$ cat src/rtl/board_mem_arbiter.sv
// Single-port board RAM arbiter: draw reads, clear sweep and game accesses,
// fixed priority draw > clear > game, fixed 3-cycle read return.
module board_mem_arbiter #(
   parameter int ADDR_W    = 11,
   parameter int DATA_W    = 4,
   parameter int CELLS     = 1536,
   parameter int CLR_VALUE = 0
) (
   input  logic              clk,
   input  logic              rst,
   input  logic              draw_req,
   input  logic [ADDR_W-1:0] draw_addr,
   output logic              draw_valid,
   output logic [DATA_W-1:0] draw_rdata,
   input  logic              game_req,
   input  logic              game_we,
   input  logic [ADDR_W-1:0] game_addr,
   input  logic [DATA_W-1:0] game_wdata,
   output logic              game_gnt,
   output logic              game_rvalid,
   output logic [DATA_W-1:0] game_rdata,
   input  logic              clr_start,
   output logic              clr_busy,
   output logic              clr_done,
   output logic              mem_en,
   output logic              mem_we,
   output logic [ADDR_W-1:0] mem_addr,
   output logic [DATA_W-1:0] mem_wdata,
   input  logic [DATA_W-1:0] mem_rdata
);

   typedef enum logic [1:0] {
      TAG_NONE = 2'd0,
      TAG_DRAW = 2'd1,
      TAG_GAME = 2'd2
   } tag_t;

   typedef enum logic {
      S_IDLE  = 1'b0,
      S_CLEAR = 1'b1
   } clr_state_t;

   localparam logic [ADDR_W-1:0] CNT_END  = ADDR_W'(CELLS);
   localparam logic [DATA_W-1:0] CLR_CODE = DATA_W'(CLR_VALUE);

   clr_state_t        state;
   logic [ADDR_W-1:0] clr_cnt;
   tag_t              tag_mem;
   tag_t              tag_ret;
   logic              clr_act;
   logic              game_ok;

   // The clear contends in the same cycle clr_start is sampled, so its first
   // write lands on mem_* together with the rising clr_busy.
   always_comb begin
      clr_act = ((state == S_IDLE) && clr_start) ||
                ((state == S_CLEAR) && (clr_cnt != CNT_END));
      // NOTE: game_gnt is itself a blocker, so the request still held in the
      // grant cycle cannot issue a second access.
      game_ok = game_req && !draw_req && !clr_busy && !clr_act && !game_gnt;
   end

   always_ff @(posedge clk or posedge rst) begin
      if (rst) begin
         state    <= S_IDLE;
         clr_cnt  <= '0;
         clr_busy <= 1'b0;
         clr_done <= 1'b0;
      end else begin
         clr_done <= 1'b0;
         case (state)
            S_IDLE: begin
               if (clr_start) begin
                  state    <= S_CLEAR;
                  clr_busy <= 1'b1;
                  clr_cnt  <= draw_req ? '0 : ADDR_W'(1);
               end
            end
            S_CLEAR: begin
               if (clr_cnt == CNT_END) begin
                  state    <= S_IDLE;
                  clr_busy <= 1'b0;
                  clr_done <= 1'b1;
                  clr_cnt  <= '0;
               end else if (!draw_req) begin
                  clr_cnt <= clr_cnt + ADDR_W'(1);
               end
            end
            default: state <= S_IDLE;
         endcase
      end
   end

   always_ff @(posedge clk or posedge rst) begin
      if (rst) begin
         mem_en    <= 1'b0;
         mem_we    <= 1'b0;
         mem_addr  <= '0;
         mem_wdata <= '0;
         game_gnt  <= 1'b0;
         tag_mem   <= TAG_NONE;
      end else begin
         mem_en   <= 1'b0;
         mem_we   <= 1'b0;
         game_gnt <= 1'b0;
         tag_mem  <= TAG_NONE;
         if (draw_req) begin
            mem_en   <= 1'b1;
            mem_addr <= draw_addr;
            tag_mem  <= TAG_DRAW;
         end else if (clr_act) begin
            mem_en    <= 1'b1;
            mem_we    <= 1'b1;
            mem_addr  <= (state == S_IDLE) ? '0 : clr_cnt;
            mem_wdata <= CLR_CODE;
         end else if (game_ok) begin
            mem_en    <= 1'b1;
            mem_we    <= game_we;
            mem_addr  <= game_addr;
            mem_wdata <= game_wdata;
            game_gnt  <= 1'b1;
            tag_mem   <= game_we ? TAG_NONE : TAG_GAME;
         end
      end
   end

   // Tag follows the access through the RAM's one-cycle read latency.
   always_ff @(posedge clk or posedge rst) begin
      if (rst) begin
         tag_ret     <= TAG_NONE;
         draw_valid  <= 1'b0;
         draw_rdata  <= '0;
         game_rvalid <= 1'b0;
         game_rdata  <= '0;
      end else begin
         tag_ret     <= tag_mem;
         draw_valid  <= (tag_ret == TAG_DRAW);
         game_rvalid <= (tag_ret == TAG_GAME);
         if (tag_ret == TAG_DRAW) draw_rdata <= mem_rdata;
         if (tag_ret == TAG_GAME) game_rdata <= mem_rdata;
      end
   end

endmodule
$ cat config.mk
export PLATFORM = sky130hd
export DESIGN_NAME = board_mem_arbiter
export DESIGN_NICKNAME = d
export VERILOG_FILES = /design/src/rtl/board_mem_arbiter.sv
export SDC_FILE = /design/constraint.sdc
export NUM_CORES = 1
export LEC_CHECK = 0
export ABC_AREA = 1
export CAP_MARGIN = 20
export CORE_MARGIN = 1
export CORE_UTILIZATION = 40
export CTS_CLUSTER_SIZE = 20
export DETAILED_ROUTE_END_ITERATION = 6
export PLACE_DENSITY_LB_ADDON = 0.25
export SYNTH_ARGS = -nofsm -noshare
export SYNTH_HDL_FRONTEND = slang
export SYNTH_SLANG_ARGS = --single-unit
$ cat constraint.sdc
create_clock -name clk -period 2.6 [get_ports clk]
set_input_delay 0.39 -clock clk [delete_from_list [all_inputs] [get_ports clk]]
set_output_delay 0.39 -clock clk [all_outputs]
set_load 0.005 [all_outputs]
======== Yosys cells after proc, flatten, opt, wreduce, memory -nomap -nowiden ========
Index checks and enable logic that the tools add are counted.
word-level totals
  register bits ........................... 46
  bits of input ports ..................... 36
operators by class
  add/subtract/negate cells ............... 1
  equal/unequal tests ..................... 7
  mux-type cells .......................... 31
  bitwise gates (word level) .............. 2
  reductions and logical operators ........ 16
operators with widths
  kind                                                                      count
  11-bit two-way mux                                                        7
  11-bit case mux with 2 select lines                                       1
  1-bit two-way mux                                                         15
  11-bit by 1-bit adder with 11-bit output (second input constant)          1
  11-bit == test (second input constant)                                    1
  11-bit inequality test (second input constant)                            1
  2-bit two-way mux                                                         4
  4-bit two-way mux                                                         2
  1-bit logical AND                                                         6
  2-bit AND reduction                                                       3
  1-bit zero test                                                           4
  1-bit case mux with 2 select lines                                        2
  3-bit by 2-bit inequality test with 1-bit output (second input constant)  1
  3-bit nonzero test                                                        1
  2-bit by 1-bit == test with 1-bit output (second input constant)          1
  2-bit == test (second input constant)                                     1
  2-bit by 1-bit inequality test with 1-bit output (second input constant)  1
  2-bit inequality test (second input constant)                             1
  1-bit inverter                                                            2
  2-bit nonzero test                                                        1
  1-bit logical OR                                                          1

======== Depth between registers and ports, before layout ========
Gate-level depths: netlist of the first run.
  depth in word-level cells ............... 9
  gate-level depth with buffers ........... 11
  mapped depth without buffers ............ 11

======== Worst setup path before layout of the first run ========
No wires, ideal clock.
  path type ............................... register to register
  from .................................... reg clr_cnt[0]
  to ...................................... reg mem_addr[10]
  setup time .............................. 0.117 ns
  arrival time ............................ 1.406 ns
  slack ................................... 1.076 ns
  cell stages (with the launch flop) ...... 11
  period minus slack after synthesis ...... 1.524 ns
  path through ............................ dfrtp_1 -> inv_1 -> ha_1 -> nand2_1 -> nor2_4 -> nand2_4 -> nand2_4 -> nand4_4 -> buf_6 -> nand3_1 -> nand2_1
on the way
  longest elaborated chain between the ends .. 7
ends and longest elaborated chain
  element                              line  source
  from (decl)                          47    logic [ADDR_W-1:0] clr_cnt;
  from (signal assigned)               76    clr_cnt <= draw_req ? '0 : ADDR_W'(1);
  from (signal assigned)               86    clr_cnt <= clr_cnt + ADDR_W'(1);
  11-bit inequality test *             57    ((state == S_CLEAR) && (clr_cnt != CNT_END));
  1-bit logical AND *                  57
  1-bit logical OR *                   56    clr_act = ((state == S_IDLE) && clr_start) ||
  1-bit zero test                      60    game_ok = game_req && !draw_req && !clr_busy && !clr_act && !game_gnt;
  1-bit logical AND (2 in series)      60
  3-bit nonzero test (no source line)  n/a
  to (signal assigned)                 109   mem_addr <= draw_addr;
  to (signal assigned)                 114   mem_addr <= (state == S_IDLE) ? '0 : clr_cnt;
  to (signal assigned)                 119   mem_addr <= game_addr;
  to (decl)                            27    output logic [ADDR_W-1:0] mem_addr,
Mark *: on every way between the ends. The rest lies on a longest branch, timed or not.
A chain may end at the register's enable or synchronous reset.

======== Worst setup path in the final report of the first run ========
  from .................................... reg clr_cnt[0]
  to ...................................... reg clr_cnt[3]
on the way
  longest elaborated chain between the ends .. 4
ends and longest elaborated chain
  element                                   line  source
  11-bit by 1-bit adder with 11-bit output  86
  11-bit two-way mux                        85    end else if (!draw_req) begin
  11-bit two-way mux                        80    if (clr_cnt == CNT_END) begin
  11-bit case mux with 2 select lines       71    case (state)
Several ways; a longest one is shown, not always the timed one. The select of a mux whose other input is x is not followed.

==> tab_implementation.tex, run 1 <==
\begin{tabular}{lr}
\hline
Metric & Value \\
\hline
\multicolumn{2}{l}{\textbf{Critical path}} \\
Kind of start point of the critical path & flop \\
Arrival time of the worst setup path & $\sim$2.1 ns \\
Worst Path Class, Setup & flop to flop \\
Critical path endpoint category & flop \\
Data required time at the worst endpoint & between 2 and 3 ns \\
Worst setup path start & clr\_cnt[0]\$\_DFFE\_PP0P\_ \\
Startpoint of the worst register-to-register path & clr\_cnt[0]\$\_DFFE\_PP0P\_ \\
Crit Path Max Fanout & 19 \\
\multicolumn{2}{l}{\textbf{Detailed routing}} \\
Wire length per cell & $\sim$12 µm \\
First DRT Iteration DRCs & 57 \\
Residual DRC & 0 \\
ANT nets after route & 0 \\
Detailed-router iteration count before antenna repair & 4 \\
Via-to-Cell Ratio & 4.85 \\
Routed WL & 5290 µm \\
Total via count after detailed routing & between 2000 and 2500 \\
\multicolumn{2}{l}{\textbf{Cells and area}} \\
Number of fill cells & between 500 and 600 \\
Ant. Diodes & 0 \\
Finished layout cell area & between 0.003 and 0.004 mm² \\
Register Area & approximately 0.0012 mm² \\
Share of layout cells above drive strength 1 & 0.120 \\
Area of the multi-input gates & 0.00104 mm² \\
Relative area change from synthesis to final layout & 32.7\% \\
Final nets & $\sim$390 \\
\multicolumn{2}{l}{\textbf{Floorplanning}} \\
Row cnt & 27 \\
Die Outline Area & $\sim$0.0063 mm² \\
Number of placed I/O pins & 66 \\
Placeable core region & 0.00561 mm² \\
Initial Utilization & 0.425 \\
Die W & between 70 and 80 µm \\
Die height & roughly 79 µm \\
\multicolumn{2}{l}{\textbf{Logic synthesis}} \\
Yosys top cell by area & sky130\_fd\_sc\_hd\_\_dfrtp\_1 \\
Library cells used by synthesis & 26 \\
Simple-gate share of the synthesized area & 0.339 \\
Mean area per synthesized cell & 8.21 µm² \\
Post-Syn Instances & 290 \\
Adder-cell area share of the yosys netlist & 0.0105 \\
Mapped cell area & between 0.002 and 0.0025 mm² \\
Synthesized-area fraction occupied by ao, oa, aoi and oai cells & 0.0736 \\
Multiplexer share of the synthesized area & 0 \\
Dominant combinational cell family by area after synthesis & simple AND/OR/NAND/NOR gates \\
Net count after synthesis & 328 \\
Top post-synthesis cells by area & sky130\_fd\_sc\_hd\_\_dfrtp\_1 (48\%), sky130\_fd\_sc\_hd\_\_nand2\_1 (13\%), sky130\_fd\_sc\_hd\_\_nand3\_1 (8.0\%), sky130\_fd\_sc\_hd\_\_inv\_1 (3.9\%), sky130\_fd\_sc\_hd\_\_o21ai\_0 (3.8\%) \\
Flops \& latches, synth & 46 \\
Synthesis warning total & 0 \\
Xor-xnor portion of the synthesized cell area & 0.0147 \\
Top cell type's share of synthesized area & 0.483 \\
Sequential-to-total area share from yosys stat & 0.483 \\
\multicolumn{2}{l}{\textbf{Place}} \\
Pre-CTS WS & 0.484 ns \\
Routability cong. & between 0.8 and 0.9 \\
Estimated wirelength of the detail-placed design & between 4000 and 5000 µm \\
Post-placement cell area & about 0.003 mm² \\
Count of input and output buffers & 65 \\
\multicolumn{2}{l}{\textbf{STA}} \\
Number of endpoints with negative hold slack in the final report & 0 \\
Setup TNS & 0 ns \\
Final critical path time including I/O delays and setup & about 1.9 ns \\
Max-slew violation count & 0 \\
Setup repair after global routing missed its margin & false \\
Worst-case hold slack & roughly 0.36 ns \\
Number of failing setup endpoints in the final timing report & 0 \\
Min setup slack post-route & 0.714 ns \\
Maximum clock frequency & $\sim$0.53 GHz \\
Transition time at the pin with the least slew margin & roughly 0.53 ns \\
Crit share post-route & 0.725 \\
Relative slew margins & 0.649 \\
Post-route clock skew & 0.00749 ns \\
\multicolumn{2}{l}{\textbf{Run status}} \\
Outcome & completed \\
\multicolumn{2}{l}{\textbf{Global routing}} \\
First-pass GRT wire length & between 9000 and 10000 µm \\
Via count of the first global-routing pass & between 2000 and 2500 \\
Overall Global Routing Usage & 0.188 \\
Remaining global-route overflow & 0 \\
Maximum number of pins on one net before global-route repair & 29 \\
Number of antenna violations at the first check in global routing & 0 \\
\multicolumn{2}{l}{\textbf{Power}} \\
Leakage power & about 0.0015 µW \\
Highest ir drop seen on vdd & $\sim$240 µV \\
Areal power density over the cells & between 500 and 600 mW/mm² \\
Fraction of power spent switching nets & 0.317 \\
Clock network fraction of total power & 0.244 \\
Share of power burned in registers & 0.496 \\
Power share of the combinational group & 0.260 \\
Switching power & about 560 µW \\
Int Pwr & $\sim$1200 µW \\
Total power of the final layout & $\sim$1800 µW \\
\multicolumn{2}{l}{\textbf{Min path}} \\
Worst min-delay path startpoint & tag\_mem[0]\$\_DFF\_PP0\_ \\
Class of the tightest hold or removal check & flop to flop \\
\multicolumn{2}{l}{\textbf{Run}} \\
Max-cap check violation count & 0 \\
\multicolumn{2}{l}{\textbf{Clock network}} \\
CTS tree & yes \\
Cts bufs inserted & 5 \\
Total setup buffers inserted after CTS & 0 \\
H-Tree Level Count & 2 \\
Hold buffer count at cts & 0 \\
Resize count post-CTS & 0 \\
CTS sink count & 46 \\
Buffer depth of the longest clock path & 2 \\
Clock slew at the register clock pins of the worst setup and hold paths & around 0.090 ns \\
Clock tree root buffer cell & sky130\_fd\_sc\_hd\_\_clkbuf\_8 \\
Worst-Skew Late Latency & about 0.3 ns \\
\hline
\end{tabular}
-- registers in the layout (all words and copies together), names as in the netlist --
name	cells
mem_addr	11
tag_ret	2
draw_rdata	4
state	1
mem_wdata	4
clr_done	1
mem_we	1
game_gnt	1
clr_cnt	11
game_rvalid	1
draw_valid	1
tag_mem	2
clr_busy	1
game_rdata	4
mem_en	1
-- Yosys cell counts --
library cell,instances
sky130_fd_sc_hd__clkbuf_4,1
sky130_fd_sc_hd__nand2_4,2
sky130_fd_sc_hd__nand4_4,1
sky130_fd_sc_hd__dfrtp_1,46
sky130_fd_sc_hd__o21a_1,1
sky130_fd_sc_hd__o21ai_0,18
sky130_fd_sc_hd__inv_2,3
sky130_fd_sc_hd__nand2_2,2
sky130_fd_sc_hd__inv_1,25
sky130_fd_sc_hd__nand2_1,85
sky130_fd_sc_hd__xor2_1,4
sky130_fd_sc_hd__buf_6,5
sky130_fd_sc_hd__nand3_1,38
sky130_fd_sc_hd__nor2_2,4
sky130_fd_sc_hd__nor2_4,4
sky130_fd_sc_hd__a21oi_1,10
sky130_fd_sc_hd__nand3_2,2
sky130_fd_sc_hd__ha_1,2
sky130_fd_sc_hd__o21bai_4,1
sky130_fd_sc_hd__clkbuf_1,2
sky130_fd_sc_hd__nor2_1,14
sky130_fd_sc_hd__nor3_1,5
sky130_fd_sc_hd__buf_2,2
sky130_fd_sc_hd__or2_2,10
sky130_fd_sc_hd__nand4_1,2
sky130_fd_sc_hd__o21ai_2,1
-- final timing paths --
kind / end / slack (ns) / cells after the start
min in group asynchronous: mem_we$_DFF_PP0_ / 0.44 / 2
worst min-delay path: tag_ret[0]$_DFF_PP0_ / 0.36 / 0
worst max register to register: clr_cnt[3]$_DFFE_PP0P_ / 0.71 / 8
max in group asynchronous: clr_cnt[10]$_DFFE_PP0P_ / 1.59 / 3
worst max-delay path: clr_cnt[3]$_DFFE_PP0P_ / 0.71 / 8
worst min register to register: tag_ret[0]$_DFF_PP0_ / 0.36 / 0
-- critical path, cell delays in order, from the launching register on --
cell                       delay [ns]
sky130_fd_sc_hd__dfrtp_1         0.44
sky130_fd_sc_hd__inv_1           0.14
sky130_fd_sc_hd__ha_1            0.19
sky130_fd_sc_hd__nand2_1         0.10
sky130_fd_sc_hd__nor2_4          0.13
sky130_fd_sc_hd__nand2_4         0.10
sky130_fd_sc_hd__o21bai_4        0.38
sky130_fd_sc_hd__o21ai_0         0.17
sky130_fd_sc_hd__o21a_1          0.13
-- routing by layer --
metal  wire, µm  vias to the layer above  global-route usage
met4         46                        0              0.0382
li1           -                     1065                   -
met5          0                        -                   0
met3        277                        6              0.0322
met1       2490                      954               0.258
met2       2480                       55               0.310
-- power by group through the flow --
stage | combinational (µW) | clock [µW] | sequential (µW)
detailed placement | 462 | 0 | 889
global route | 519 | 472 | 889
global placement | 454 | 0 | 889
CTS | 465 | 445 | 875
finish | 459 | 431 | 875
floorplan | 314 | 0 | 860
-- kinds of logic (layout without fill, tap and decap cells) --
group / after synthesis / count (layout)
buf+inv: 38 / 105
compound gates: 31 / 31
fa+ha+maj: 2 / 2
simple gates: 169 / 169
flops: 46 / 46
xor+xnor: 4 / 4
-- final cells by class --
| cell class | count | area share |
|---|---|---|
| Sequential cell | 46 | 0.364 |
| Multi-Input combinational cell | 206 | 0.330 |
| Timing Repair Buffer | 69 | 0.215 |
| Inverter | 28 | 0.0333 |
| Tap cell | 72 | 0.0285 |
| Clock buffer | 5 | 0.0218 |
| Clock inverter | 3 | 0.00673 |
-- layout by cell type (no fill, tap or decap), types with 5 or more instances in the layout --
cell type                          n
sky130_fd_sc_hd__nand2_1          85
sky130_fd_sc_hd__nor2_1           14
sky130_fd_sc_hd__inv_1            24
sky130_fd_sc_hd__nand3_1          38
sky130_fd_sc_hd__nor3_1            5
sky130_fd_sc_hd__clkdlybuf4s50_1  65
sky130_fd_sc_hd__or2_2            10
sky130_fd_sc_hd__o21ai_0          18
sky130_fd_sc_hd__dfrtp_1          46
sky130_fd_sc_hd__clkbuf_8          5
sky130_fd_sc_hd__a21oi_1          10
-- per-stage QoR --
step                      instances  utilization
after floorplan                 290            -
after global placement          421        0.548
after detailed placement        421        0.548
after CTS                       429        0.564
after global routing            429        0.564
final                           429        0.564
Note: power is estimated with default switching activity, not from simulation.
==> run 2: changes to the inputs <==
clock period = 1.7 ns   (was 2.6 ns; I/O delays follow)
==> run 2 against run 1 <==
  * Final area up 7.5%
  * Sequential power up 46%
  * Clock skew up 0.0011 ns
  * Flip-flop and latch count unchanged
  * Core utilization up 4.2 points
  * Non-clock buffer count up 22
  * Largest power group unchanged
==> tab_implementation.tex, run 2 (synthesis results as in run 1) <==
\begin{tabular}{lr}
\hline
Metric & Value \\
\hline
\multicolumn{2}{l}{\textbf{Run status}} \\
Outcome & completed \\
\multicolumn{2}{l}{\textbf{Detailed routing}} \\
First DRT Iteration DRCs & 135 (+140\%) \\
ANT nets after route & 0 (unchanged) \\
Detailed-router iteration count before antenna repair & 4 (unchanged) \\
Residual DRC & 0 (unchanged) \\
Via-to-Cell Ratio & 4.86 (+0.20\%) \\
Total via count after detailed routing & 2191 (+5.3\%) \\
Wire length per cell & 12.5 µm (+1.7\%) \\
Routed WL & 5660 µm (+6.9\%) \\
\multicolumn{2}{l}{\textbf{STA}} \\
Maximum clock frequency & 0.613 GHz (+16\%) \\
Number of failing setup endpoints in the final timing report & 0 (unchanged) \\
Transition time at the pin with the least slew margin & 0.320 ns (-0.206 ns) \\
Min setup slack post-route & 0.0684 ns (-0.646 ns) \\
Crit share post-route & 0.960 (+0.235) \\
Number of endpoints with negative hold slack in the final report & 0 (unchanged) \\
Final critical path time including I/O delays and setup & 1.63 ns (-0.254 ns) \\
Worst-case hold slack & 0.298 ns (-0.0574 ns) \\
Setup TNS & 0 ns (unchanged) \\
Relative slew margins & 0.786 (+0.137) \\
Post-route clock skew & 0.00856 ns (+0.00107 ns) \\
Max-slew violation count & 0 (unchanged) \\
\multicolumn{2}{l}{\textbf{Power}} \\
Total power of the final layout & 2860 µW (+62\%) \\
Switching power & 886 µW (+58\%) \\
Areal power density over the cells & 841 mW/mm² (+51\%) \\
Clock network fraction of total power & 0.222 (-0.022) \\
Int Pwr & 1970 µW (+63\%) \\
Share of power burned in registers & 0.447 (-0.049) \\
Power share of the combinational group & 0.331 (+0.071) \\
Fraction of power spent switching nets & 0.310 (-0.00664) \\
Leakage power & 0.00160 µW (+9.1\%) \\
Highest ir drop seen on vdd & 369 µV (+54\%) \\
\multicolumn{2}{l}{\textbf{Clock network}} \\
Worst-Skew Late Latency & 0.30 ns (about the same) \\
Cts bufs inserted & 5 (unchanged) \\
CTS tree & yes \\
Clock tree root buffer cell & sky130\_fd\_sc\_hd\_\_clkbuf\_8 \\
CTS sink count & 46 (unchanged) \\
Buffer depth of the longest clock path & 2 (unchanged) \\
Clock slew at the register clock pins of the worst setup and hold paths & 0.09 ns (about the same) \\
H-Tree Level Count & 2 (unchanged) \\
\multicolumn{2}{l}{\textbf{Place}} \\
Count of input and output buffers & 65 (unchanged) \\
Pre-CTS WS & 0.0182 ns (-0.466 ns) \\
Estimated wirelength of the detail-placed design & 4100 µm (-0.51\%) \\
Routability cong. & 0.825 (-4.2\%) \\
Number of cells in the design after placement & 437 (+3.8\%) \\
\multicolumn{2}{l}{\textbf{Global routing}} \\
Number of antenna violations at the first check in global routing & 0 (unchanged) \\
First-pass GRT wire length & 9070 µm (-1.3\%) \\
Via count of the first global-routing pass & 1988 (-1.5\%) \\
Remaining global-route overflow & 0 (unchanged) \\
Overall Global Routing Usage & 0.185 (-0.00290) \\
Maximum number of pins on one net before global-route repair & 47 (+62\%) \\
\multicolumn{2}{l}{\textbf{Critical path}} \\
Cells traversed along the worst timing path & inv\_2 > ha\_2 > nand2\_1 > nor2\_4 > nand2\_4 > o21bai\_4 > buf\_12 > nand3\_1 > o21ai\_1 > nor2\_1 \\
Critical path endpoint category & flop \\
Crit path buffers/inverters & 2 (+1) \\
Data required time at the worst endpoint & 1.88 ns (-0.92 ns) \\
Slowest stage cell on the critical path & sky130\_fd\_sc\_hd\_\_dfrtp\_1 \\
Arrival time of the worst setup path & 1.81 ns (-0.27 ns) \\
Cell family contributing the most delay on the critical path & simple AND/OR/NAND/NOR gates \\
Crit Path Max Fanout & 6 (-13) \\
Kind of start point of the critical path & flop \\
Max stage delay on crit path & 0.40 ns (-0.04 ns) \\
Worst Path Class, Setup & flop to flop \\
\multicolumn{2}{l}{\textbf{Floorplanning}} \\
Initial Utilization & 0.425 (unchanged) \\
Row cnt & 27 (unchanged) \\
Placeable core region & 0.00561 mm² (unchanged) \\
Die W & 79.2 µm (unchanged) \\
Die height & 79.2 µm (unchanged) \\
Die Outline Area & 0.00626 mm² (unchanged) \\
Number of placed I/O pins & 66 (unchanged) \\
\multicolumn{2}{l}{\textbf{Cells and area}} \\
Most common cell after layout, fill and taps aside & sky130\_fd\_sc\_hd\_\_nand2\_1 \\
Most frequent cells in the layout & sky130\_fd\_sc\_hd\_\_nand2\_1 (84), sky130\_fd\_sc\_hd\_\_clkdlybuf4s50\_1 (65), sky130\_fd\_sc\_hd\_\_dfrtp\_1 (46), sky130\_fd\_sc\_hd\_\_nand3\_1 (38), sky130\_fd\_sc\_hd\_\_inv\_1 (23) \\
Ant. Diodes & 0 (unchanged) \\
Largest registers & clr\_cnt x11, mem\_addr x11 \\
Final nets & 416 (+5.6\%) \\
Relative area change from synthesis to final layout & 42.7\% \\
Finished Layout Cells & 451 (+5.1\%) \\
Share of layout cells above drive strength 1 & 0.179 (+0.0590) \\
\multicolumn{2}{l}{\textbf{Min path}} \\
Class of the tightest hold or removal check & input pin to async pin \\
\multicolumn{2}{l}{\textbf{Run}} \\
Max-cap check violation count & 0 (unchanged) \\
\hline
\end{tabular}
run 2: worst paths after layout:
check	from	end	slack, ns	cells past startpoint
hold reg to reg	tag_mem[0]$_DFF_PP0_	tag_ret[0]$_DFF_PP0_	0.36	0
hold / removal	rst	mem_wdata[0]$_DFFE_PP0P_	0.30	3
setup reg to reg	clr_cnt[0]$_DFFE_PP0P_	clr_cnt[8]$_DFFE_PP0P_	0.07	10
min in group clk	tag_mem[0]$_DFF_PP0_	tag_ret[0]$_DFF_PP0_	0.36	0
max in group asynchronous	rst	mem_addr[6]$_DFFE_PP0P_	1.19	3
setup / recovery	clr_cnt[0]$_DFFE_PP0P_	clr_cnt[8]$_DFFE_PP0P_	0.07	10
run 2: area by class of cell:
type                            count  area, µm²
Multi-Input combinational cell    206       1050
Tap cell                           72       90.1
Sequential cell                    46       1150
Fill cell                         498       2210
Inverter                           28        105
Clock inverter                      2       13.8
Clock buffer                        6       72.6
Timing Repair Buffer               91        913
run 2: tightest hold or removal path, cell delays in order:
cell and delay, ns:
sky130_fd_sc_hd__clkdlybuf4s50_1 0.41, sky130_fd_sc_hd__inv_2 0.07, sky130_fd_sc_hd__buf_12 0.24
run 2: per-stage QoR:
stage / util / cell area [µm²]
2_1_floorplan: - / 2380
3_3_place_gp: 0.571 / 3200
3_5_place_dp: 0.571 / 3200
4_1_cts: 0.590 / 3310
5_1_grt: 0.606 / 3400
6_report: 0.606 / 3400
run 2: timing repair:
action,in CTS,in global routing
gates resized for setup,0,7
endpoints found under the setup margin,1,12
hold buffers,0,0
buffers inserted,1,3
pin swaps,1,3
cloned,0,2
run 2: power groups by stage:
stage | clock network, µW | registers [µW] | logic [µW]
after floorplan | 0 | 1320 | 480
after global placement | 0 | 1290 | 869
after detailed placement | 0 | 1300 | 882
after CTS | 649 | 1280 | 901
after global routing | 687 | 1290 | 1050
final | 635 | 1280 | 947
run 2: layer usage:
layer  track usage  routed length, µm  vias to the layer above
met2         0.312               2690                       77
met5             0                  0                        -
li1              -                  -                     1097
met4        0.0382                 81                        0
met3        0.0333                366                        9
met1         0.247               2520                     1008
==> run 3: changes to the inputs <==
CAP_MARGIN = 0   (was 20)
==> results of run 3 <==
No change in the layout: final DEF, timing and power equal those of run 2.
